`src/rtl/uart_tx_fifo.sv`:
```
// Byte FIFO between a CPU store port and a UART transmitter, with a pipeline stall while full.
// Optional sticky overflow flag is enabled by defining UART_TX_FIFO_OVERFLOW_FLAG_EN.
`timescale 1ns/1ps
module uart_tx_fifo #(
    parameter int DEPTH = 8,
    parameter int CNT_W = 4
) (
    input  logic             clk,
    input  logic             rst,
    input  logic             wr_en,
    input  logic [7:0]       wr_data,
    output logic             stall_req,
    output logic [7:0]       tx_data,
    output logic             tx_valid,
    input  logic             tx_ready,
    output logic [CNT_W-1:0] count,
    output logic             full,
    output logic             empty
`ifdef UART_TX_FIFO_OVERFLOW_FLAG_EN
    ,
    output logic             overflow
`endif
);

    localparam int PTR_W = $clog2(DEPTH);

    logic [7:0]       mem_r [DEPTH];
    logic [PTR_W-1:0] wp_r;
    logic [PTR_W-1:0] rp_r;
    logic [CNT_W-1:0] count_r;
    logic             full_s;
    logic             empty_s;
    logic             push_s;
    logic             pop_s;

    // Status and handshakes; full uses the pre-edge count so a pop never frees room for a same-cycle push.
    always_comb begin
        full_s    = (count_r == CNT_W'(DEPTH));
        empty_s   = (count_r == {CNT_W{1'b0}});
        push_s    = wr_en && !full_s;
        pop_s     = !empty_s && tx_ready;
        stall_req = wr_en && full_s;
        tx_valid  = !empty_s;
        tx_data   = mem_r[rp_r];
        full      = full_s;
        empty     = empty_s;
        count     = count_r;
    end

    // Pointer and occupancy state; power-of-two depth lets the pointers wrap naturally.
    always_ff @(posedge clk or negedge rst) begin
        if (!rst) begin
            wp_r    <= {PTR_W{1'b0}};
            rp_r    <= {PTR_W{1'b0}};
            count_r <= {CNT_W{1'b0}};
        end else begin
            if (push_s) begin
                wp_r <= wp_r + PTR_W'(1);
            end else begin
                wp_r <= wp_r;
            end
            if (pop_s) begin
                rp_r <= rp_r + PTR_W'(1);
            end else begin
                rp_r <= rp_r;
            end
            case ({push_s, pop_s})
                2'b10:   count_r <= count_r + CNT_W'(1);
                2'b01:   count_r <= count_r - CNT_W'(1);
                default: count_r <= count_r;
            endcase
        end
    end

    // Byte storage; contents are meaningless until written, so no reset is needed here.
    always_ff @(posedge clk) begin
        if (push_s) begin
            mem_r[wp_r] <= wr_data;
        end
    end

`ifdef UART_TX_FIFO_OVERFLOW_FLAG_EN
    logic overflow_r;

    // Sticky record of any store attempted while full; only reset clears it.
    always_ff @(posedge clk or negedge rst) begin
        if (!rst) begin
            overflow_r <= 1'b0;
        end else if (wr_en && full_s) begin
            overflow_r <= 1'b1;
        end else begin
            overflow_r <= overflow_r;
        end
    end

    assign overflow = overflow_r;
`endif

endmodule

```
`config.mk`:
```
export PLATFORM = sky130hd
export DESIGN_NAME = uart_tx_fifo
export DESIGN_NICKNAME = d
export VERILOG_FILES = /design/src/rtl/uart_tx_fifo.sv
export SDC_FILE = /design/constraint.sdc
export NUM_CORES = 1
export LEC_CHECK = 0
export ABC_AREA = 1
export CAP_MARGIN = 20
export CORE_MARGIN = 1.5
export CORE_UTILIZATION = 51
export CTS_CLUSTER_SIZE = 40
export DETAILED_ROUTE_END_ITERATION = 12
export GPL_ROUTABILITY_DRIVEN = 0
export PLACE_DENSITY = 0.75
export SLEW_MARGIN = 20
export SYNTH_ARGS = -nofsm -noshare
export SYNTH_HDL_FRONTEND = slang
export SYNTH_SLANG_ARGS = --single-unit
```
`constraint.sdc`:
```
create_clock -name clk -period 2.15 [get_ports clk]
set_input_delay 0.43 -clock clk [delete_from_list [all_inputs] [get_ports clk]]
set_output_delay 0.43 -clock clk [all_outputs]
set_load 0.1 [all_outputs]
```
==> results.json, run 1 <==
{
  "synthDistinctLibCells": 24,
  "grt_first_pass_wirelength_um": 10200,
  "drc": 0,
  "holdWs_ps": 409,
  "path_clk_slew_ps": 70,
  "ios": 28,
  "seq_area_frac_synth_pct": 67.3,
  "nFillCells": 454,
  "viasPerCell": 5.27,
  "firstDrtPassIters": 4,
  "die_y_um": 82.6,
  "slew_violations": 0,
  "cts.htree.levels": 3,
  "num_vias": 2217,
  "holdBufCountCts": 0,
  "synth.top_cell.area_share_pct": 59.5,
  "grt_pass1_vias": 2112,
  "cts_tree": "done",
  "maxCapViolations": 0,
  "grt_overflow": 0,
  "yosysMostFrequentCell": "nand2_1",
  "fp.dieW_um": 82.6,
  "async_flop_share_pct": 13.5,
  "drt-total-wl_um": 6450,
  "antenna_found_initial": 0,
  "wl_per_cell_um": 15.3,
  "portBuffers": 27,
  "required_ps": 1720,
  "max_freq_mhz": 481,
  "avgSynthCellArea_um2": 10.9,
  "num_rows": 28,
  "hold_viol_final": 0,
  "max_slew.worst_pin.slew_ps": 463,
  "area_growth_pct": 25.5,
  "cts-buffers-inserted": 9,
  "dp_hpwl_um": 4130,
  "crit_fanout": 9,
  "status": "completed",
  "critPathKind": "reg2out",
  "synthFlopType": "edfxtp_1",
  "grt_max_degree": 34,
  "initialDrtViolationCount": 151,
  "end_kind": "output port",
  "critPathLaunchType": "flop",
  "synth_area_leaders": "edfxtp_1 (60%), nand2_1 (13%), dfrtp_1 (7.8%)",
  "synth_top_area_cell": "edfxtp_1",
  "rsz0062_at_grt": "true",
  "clk_path_buf_depth": 2,
  "ys_seq_elements": 74,
  "final_area_um2": 4050,
  "multi_input_area_um2": 977,
  "slew_headroom_pct": 69.0,
  "synth_edf_count": 64,
  "seqCellArea_um2": 2190,
  "root_buffer": "clkbuf_8",
  "syn_nets": 313,
  "synth_common_cells": "nand2_1 (108), edfxtp_1 (64), o21ai_0 (26)",
  "drive_gt1_share_pct": 20.8,
  "ant_nets": 0,
  "finalCritPeriodShare_pct": 96.8,
  "syn_area_um2": 3230,
  "die-area_um2": 6820,
  "place_area_um2": 3820,
  "fin_skew_ps": 7.31,
  "syn_inst": 295,
  "hold_path.class": "in2async",
  "ys_warn_count": 0,
  "cts_sinks": 74,
  "insertedDiodeCount": 0,
  "setup_viol": 0,
  "core_um2": 6030,
  "grt.total_usage_pct": 20.9,
  "worstSkewPairLatency_ps": 340,
  "arrival_ps": 1650,
  "period_minus_slack_ps": 2080,
  "start_util_pct": 53.6,
  "nets": 361
}
final cells by class:
cell class / instances / area share [%]
inverter: 16 / 1.73
tap: 75 / 2.32
clock buffer: 10 / 3.15
sequential: 74 / 54.0
timing repair buffer: 48 / 14.1
multi-input combinational: 194 / 24.1
clock inverter: 4 / 0.525
worst max-delay path: stages (launching register included):
cell       delay (ps)
dfrtp_2           440
clkinv_4          120
clkbuf_16         160
nand2_1            50
nand2_1            50
nand2_1            40
o21ai_1            70
nand2_1            90
nand2_2           120
buf_12            180
cells by family after synthesis:
logic type	Yosys count	share of synthesized area (%)
AND/OR/NAND/NOR	142	17.6
flip-flops	74	67.3
AO/OA/AOI/OAI	38	5.89
buffers and inverters	27	4.53
XOR/XNOR	8	2.17
adder cells (fa/ha/maj)	6	2.56
repair_timing:
action | 4_1_cts | 5_1_grt
gates resized for setup | 3 | 13
buffers inserted | 0 | 2
pin swaps | 0 | 1
gates cloned | 0 | 1
hold endpoints to repair | 0 | 0
endpoints found under the setup margin | 8 | 8
cell usage in the layout, fill, tap and decap left out:
| master | synthesis | layout |
|---|---|---|
| a21oi_1 | 1 | 1 |
| buf_12 | 0 | 13 |
| buf_4 | 3 | 22 |
| buf_6 | 4 | 1 |
| clkbuf_1 | 1 | 1 |
| clkbuf_16 | 0 | 1 |
| clkbuf_8 | 0 | 9 |
| clkdlybuf4s50_1 | 0 | 11 |
| clkinv_1 | 0 | 1 |
| clkinv_2 | 0 | 2 |
| clkinv_4 | 0 | 1 |
| clkinvlp_4 | 0 | 1 |
| dfrtp_1 | 10 | 5 |
| dfrtp_2 | 0 | 1 |
| dfrtp_4 | 0 | 4 |
| edfxtp_1 | 64 | 64 |
| fa_1 | 1 | 1 |
| ha_1 | 5 | 3 |
| ha_4 | 0 | 2 |
| inv_1 | 14 | 12 |
| inv_2 | 2 | 1 |
| inv_4 | 0 | 2 |
| nand2_1 | 108 | 102 |
| nand2_2 | 1 | 6 |
| nand2_4 | 0 | 1 |
| nand3_1 | 3 | 3 |
| nand3_2 | 2 | 1 |
| nand3_4 | 0 | 1 |
| nor2_1 | 18 | 17 |
| nor2_4 | 0 | 2 |
| nor3_1 | 8 | 8 |
| o21ai_0 | 26 | 22 |
| o21ai_1 | 11 | 15 |
| or2_4 | 0 | 1 |
| xnor2_1 | 4 | 4 |
| xor2_1 | 4 | 4 |
state kept, by name (all words and copies together) (netlist names):
register,flops
mem_r,64
rp_r,3
wp_r,3
count,4
final timing paths:
path	from	to	slack, ps	cells past startpoint
min	rst	wp_r[0]$_DFFE_PN0P_	410	1
max reg2reg	count[0]$_DFFE_PN0P_	count[3]$_DFFE_PN0P_	230	11
max in group asynchronous	rst	count[3]$_DFFE_PN0P_	1380	1
min in group clk	count[0]$_DFFE_PN0P_	count[0]$_DFFE_PN0P_	580	1
min reg2reg	count[0]$_DFFE_PN0P_	count[0]$_DFFE_PN0P_	580	1
max	rp_r[0]$_DFFE_PN0P_	tx_data[2]	70	9
layer usage:
metal / wire, µm / GRT usage [%] / vias to the layer above / part of all wire, %
li1: - / - / 1079 / -
met1: 2880 / 28.0 / 1078 / 45
met2: 3220 / 33.4 / 53 / 50
met3: 262 / 4.95 / 7 / 4.1
met4: 80 / 7.33 / 0 / 1.2
met5: 0 / 0 / - / 0
through the flow:
stage / setup slack, ps / std cells / setup TNS, ps / util (%)
after global placement: 140 / 404 / 0 / 63.5
after global routing: -17.2 / 421 / -61.9 / 67.2
after floorplan: -177 / 295 / -369 / -
after CTS: -3.25 / 418 / -3.25 / 66.1
after detailed placement: 112 / 404 / 0 / 63.5
final: 69.8 / 421 / 0 / 67.2
Power of run 1 is left out: the tool's default activity adds up to more than one toggle a clock period on the data nets, which glitch-free logic cannot reach.
==> inputs of run 2 (changes only) <==
--- a/config.mk
+++ b/config.mk
@@ -12,7 +12,9 @@
 export CTS_CLUSTER_SIZE = 40
 export DETAILED_ROUTE_END_ITERATION = 12
 export GPL_ROUTABILITY_DRIVEN = 0
+export HOLD_SLACK_MARGIN = 0.12
 export PLACE_DENSITY = 0.75
+export SETUP_SLACK_MARGIN = 0.4
 export SLEW_MARGIN = 20
 export SYNTH_ARGS = -nofsm -noshare
 export SYNTH_HDL_FRONTEND = slang
==> run 2 against run 1 <==
Clock skew decreased by 2.0 ps. Cell count is 1.2% higher. Routed wire length grew 8.3%. First-iteration DRC count down 11%. Critical path type unchanged. Setup slack worse by 5.3 ps. Count of clock-buffer cells in the layout shrank 1. Sequential share of layout area down 3.4 points. Cell area grew 6.7%. Die area unchanged. Register-to-register slack got worse by 20 ps. Global-route usage up 0.50 points.
==> results.json, run 2 (synthesized netlist as in run 1, its figures left out) <==
{
  "status": "completed",
  "largest_register_ffs": 64,
  "hold_viol_final": 0,
  "dp_slack_ps": 104,
  "r2r_cells": 12,
  "ant_nets": 0,
  "num_vias": 2243,
  "cts_sinks": 74,
  "drive_gt1_share_pct": 26.8,
  "viasPerCell": 5.27,
  "setup_slack_ps": 64.5,
  "setup_viol": 0,
  "cts_tree": "done",
  "clk_path_buf_depth": 2,
  "end_kind": "output port",
  "critPathKind": "reg2out",
  "required_ps": 1720,
  "maxCapViolations": 0,
  "slew_headroom_pct": 67.6,
  "insertedDiodeCount": 0,
  "grt_pass1_vias": 2128,
  "cts.htree.levels": 3,
  "max_freq_mhz": 480,
  "grt_overflow": 0,
  "regMostFlops": "mem_r",
  "worstSkewPairLatency_ps": 340,
  "die_y_um": 82.6,
  "firstDrtPassIters": 4,
  "holdBufCountCts": 0,
  "r2r_end": "count[3]$_DFFE_PN0P_",
  "cts-buffers-inserted": 9,
  "finalNonFillerCells": 426,
  "ios": 28,
  "start_util_pct": 53.6,
  "dp_cells": 401,
  "r2r-start": "count[1]$_DFFE_PN0P_",
  "period_minus_slack_ps": 2090,
  "critPathLaunchType": "flop",
  "hold_path.class": "in2async",
  "initialDrtViolationCount": 135,
  "final_common_cell": "nand2_1",
  "grt_max_degree": 18,
  "finalCritPeriodShare_pct": 97.0,
  "area_growth_pct": 33.9,
  "core_um2": 6030,
  "most-common-layout-cells": "nand2_1 (96), edfxtp_1 (64), buf_4 (22)",
  "nets": 365,
  "slew_violations": 0,
  "antenna_found_initial": 0,
  "rsz0062_at_grt": "true",
  "root_buffer": "clkbuf_8",
  "arrival_ps": 1660,
  "num_rows": 28,
  "startpoint": "rp_r[0]$_DFFE_PN0P_",
  "drc": 0,
  "wl_per_cell_um": 16.4,
  "path_clk_slew_ps": 70,
  "dp_hpwl_um": 4000,
  "drt-total-wl_um": 6980,
  "grt.total_usage_pct": 21.4,
  "fp.dieW_um": 82.6,
  "grt_first_pass_wirelength_um": 10200,
  "crit_fanout": 8,
  "die-area_um2": 6820,
  "holdWs_ps": 415,
  "portBuffers": 27,
  "fin_skew_ps": 5.29,
  "reg2reg_slack_ps": 210,
  "max_slew.worst_pin.slew_ps": 485
}
## run 2: timing repair
| action | in CTS | in global routing |
|---|---|---|
| gates cloned | 0 | 3 |
| endpoints found under the setup margin | 79 | 79 |
| gates resized for setup | 14 | 14 |
| setup buffers | 4 | 3 |
| pin swaps | 7 | 8 |
## run 2: per-layer routing
metal	track usage, %	part of all wire, %	vias to the layer above
met5	0	0	-
met4	8.17	1.5	0
met2	36.3	52	75
li1	-	-	1096
met3	6.15	6.1	10
met1	25.8	40	1062
## run 2: area by class of cell
class / count / area, µm²
sequential: 74 / 2190
fill: 420 / 1700
multi-input combinational: 194 / 1140
timing repair buffer: 52 / 648
clock buffer: 9 / 124
tap: 75 / 93.8
inverter: 16 / 73.8
clock inverter: 6 / 48.8
## run 2: through the flow
| stage | area (µm²) | TNS [ps] | utilization, % |
|---|---|---|---|
| after floorplan | 3450 | -482 | - |
| after global placement | 3940 | 0 | 65.4 |
| after detailed placement | 3940 | 0 | 65.4 |
| after CTS | 4200 | 0 | 69.6 |
| after global routing | 4320 | 0 | 71.7 |
| final | 4320 | 0 | 71.7 |
## run 2: worst max-delay path, cell delays in order, from the launching register on
cell and delay [ps]:
dfrtp_2 440, clkinv_4 120, clkbuf_16 160, nand2_1 50, nand2_1 50, nand2_1 40, o21ai_1 90, nand2_1 100
nand2_4 90, buf_12 170
## run 2: worst max-delay path by stage
stage,slack (ps),to
2_1_floorplan,-180,count[3]$_DFFE_PN0P_
3_3_place_gp,130,count[2]$_DFFE_PN0P_
3_5_place_dp,100,count[2]$_DFFE_PN0P_
4_1_cts,60,tx_data[7]
5_1_grt,1,tx_data[7]
6_report,60,tx_data[7]
Power of run 2 is left out for the same reason.
==> patch: new RTL, settings of run 2 <==
Change the parameter `DEPTH` from 8 to 16.
--- a/src/rtl/uart_tx_fifo.sv
+++ b/src/rtl/uart_tx_fifo.sv
@@ -4,3 +4,3 @@
 module uart_tx_fifo #(
-    parameter int DEPTH = 8,
+    parameter int DEPTH = 16,
     parameter int CNT_W = 4
Behaviour: not the same (Yosys sat finds a counterexample within 4 cycles, from zero or initial values and one cycle with rst low).
==> patch against run 2 <==
- routed wire length rose by 120%
- critical endpoint is now tx_data[2]
- count of clock-buffer cells in the layout rose by 16
- largest cell class unchanged
- highest routed layer unchanged
- worst setup slack got worse by 0.52 ns
- design area rose by 88%
- critical path type unchanged
- area after synthesis rose by 86%
- sequential cell count rose by 66
- the flow now finishes with violations (negative setup slack)
- synthesized cell count rose by 74%
Power is left out: the tool's default activity adds up to more than one toggle a clock period on the data nets, which glitch-free logic cannot reach.
==> patch: results (changes against run 2) <==
- Cell variety after synth: 25 (was 24)
- Setup slack after layout: -0.452 ns (was 0.0645 ns)
- Pin count of the biggest net entering global routing: 56 (was 18)
- Share of final-layout standard cells stronger than drive strength 1: 0.306 (was 0.268)
- Worst relative slew slack: 0.504 (was 0.676)
- Total routing resource utilization after global routing: 0.239 (was 0.214)
- RR Endpoint: count[2] (was count[3])
- Final Net Count: 599 (was 365)
- Worst hold slack across all endpoints: 0.381 ns (was 0.415 ns)
- Total of buffers placed on input and output ports: 27 (unchanged)
- Result of the run: finished with violations (was completed)
- Signal arrival time at the worst endpoint: 2.17 ns (was 1.66 ns)
- Proportion of register bits with asynchronous set or reset after synthesis: 0.0857 (was 0.135)
- Ranking of synthesized cells by area: sky130_fd_sc_hd__edfxtp_1, sky130_fd_sc_hd__nor2_1, sky130_fd_sc_hd__dfrtp_1 (was sky130_fd_sc_hd__edfxtp_1, sky130_fd_sc_hd__nand2_1, sky130_fd_sc_hd__dfrtp_1)
- TNS Setup: -2.58 ns (was 0 ns)
- Startpoint of the worst register-to-register path: count[3] (was count[1])
- Detail Placement HPWL: 8120 µm (was 4000 µm)
- Master cell of the clock root buffer: sky130_fd_sc_hd__clkbuf_16 (was sky130_fd_sc_hd__clkbuf_8)
- Final setup violating endpoints: 8 (was 0)
- Global-route wire length before repair: 22000 µm (was 10200 µm)
- Post-synth EDFFs: 128 (was 64)
- Worst Clk Skew: 0.00845 ns (was 0.00529 ns)
- Number of buffers created by CTS: 17 (was 9)
- Detail-routed net length per standard cell: 20.4 µm (was 16.4 µm)
- Net count of the mapped netlist: 532 (was 313)
- Failing checks: negative setup slack
- Number of detailed-route iterations in the first pass: 5 (was 4)
- Proportion of synthesized chip area in sequential cells: 0.689 (was 0.673)
- Number of levels the H-tree was split into: 4 (was 3)
- Critical path's slowest cell: sky130_fd_sc_hd__dfrtp_4 (was sky130_fd_sc_hd__dfrtp_2)
- Largest stage delay, worst path: 0.49 ns (was 0.44 ns)
- Worst slack at placement: -0.00589 ns (was 0.104 ns)
- Most frequent cell after synthesis: sky130_fd_sc_hd__edfxtp_1 (was sky130_fd_sc_hd__nand2_1)
- Vias after detailed routing: 4208 (was 2243)
- Starting DRC count in detailed routing: 439 (was 135)
- Post-synth top cells: sky130_fd_sc_hd__edfxtp_1, sky130_fd_sc_hd__nor2_1, sky130_fd_sc_hd__nand3_1 (was sky130_fd_sc_hd__nand2_1, sky130_fd_sc_hd__edfxtp_1, sky130_fd_sc_hd__o21ai_0)
- Latest clock arrival within the worst-skew pair: 0.41 ns (was 0.34 ns)
- Largest register FFs: 128 (was 64)
[patch: cell types whose count changed after synthesis, moves of 8 or more]
| cell | before | now |
|---|---|---|
| sky130_fd_sc_hd__nor2_1 | 18 | 101 |
| sky130_fd_sc_hd__o211ai_1 | 0 | 15 |
| sky130_fd_sc_hd__edfxtp_1 | 64 | 128 |
| sky130_fd_sc_hd__nor3_1 | 8 | 0 |
| sky130_fd_sc_hd__nand2_1 | 108 | 52 |
| sky130_fd_sc_hd__o211ai_2 | 0 | 8 |
| sky130_fd_sc_hd__nand3_1 | 3 | 54 |
| sky130_fd_sc_hd__inv_1 | 14 | 40 |
| sky130_fd_sc_hd__buf_2 | 2 | 11 |
| sky130_fd_sc_hd__o21ai_0 | 26 | 34 |
[patch: per-stage QoR]
stage                     cell area (µm²)  cells
after floorplan                      6310    512
after global placement               6810    668
after detailed placement             6810    668
after CTS                            7780    715
after global routing                 8110    735
final                                8110    735
[patch: area by class of cell]
| type | count | area (µm²) |
|---|---|---|
| Clock buffer | 25 | 475 |
| Clock inverter | 7 | 115 |
| Fill cell | 702 | 3350 |
| Inverter | 44 | 194 |
| Multi-Input combinational cell | 302 | 1960 |
| Sequential cell | 140 | 4160 |
| Tap cell | 143 | 179 |
| Timing Repair Buffer | 73 | 1020 |
| Timing Repair inverter | 1 | 6.26 |
[patch: how the worst max path moves through the flow]
| stage | start | to | slack (ns) |
|---|---|---|---|
| floorplan | count[3] | count[2] | -0.29 |
| CTS | rp_r[0] | tx_data[2] | -0.30 |
| global route | rp_r[0] | tx_data[2] | -0.50 |
| global placement | tx_ready | count[2] | 0.05 |
| detailed placement | tx_ready | count[2] | -0.006 |
| finish | rp_r[0] | tx_data[2] | -0.45 |
[patch: logic make-up (layout without fill, tap and decap cells)]
group / count (synthesis) / in the layout / synth area share
compound gates: 72 / 72 / 0.0766
buf+inv: 70 / 150 / 0.0572
fa+ha+maj: 8 / 8 / 0.0166
xor+xnor: 8 / 8 / 0.0117
simple gates: 214 / 214 / 0.149
flops: 140 / 140 / 0.689
[patch: what timing repair did]
item | CTS | global route
gates resized for setup | 53 | 16
buffers inserted | 11 | 16
endpoints found under the setup margin | 15 | 110
cloned | 4 | 4
pin swaps | 36 | 24
[patch: routing by layer]
| metal | vias up | GRT usage | share of wire |
|---|---|---|---|
| li1 | 1926 | - | - |
| met1 | 2064 | 0.292 | 0.38 |
| met2 | 186 | 0.418 | 0.52 |
| met3 | 32 | 0.0506 | 0.073 |
| met4 | 0 | 0.0895 | 0.023 |
| met5 | - | 0 | 0 |
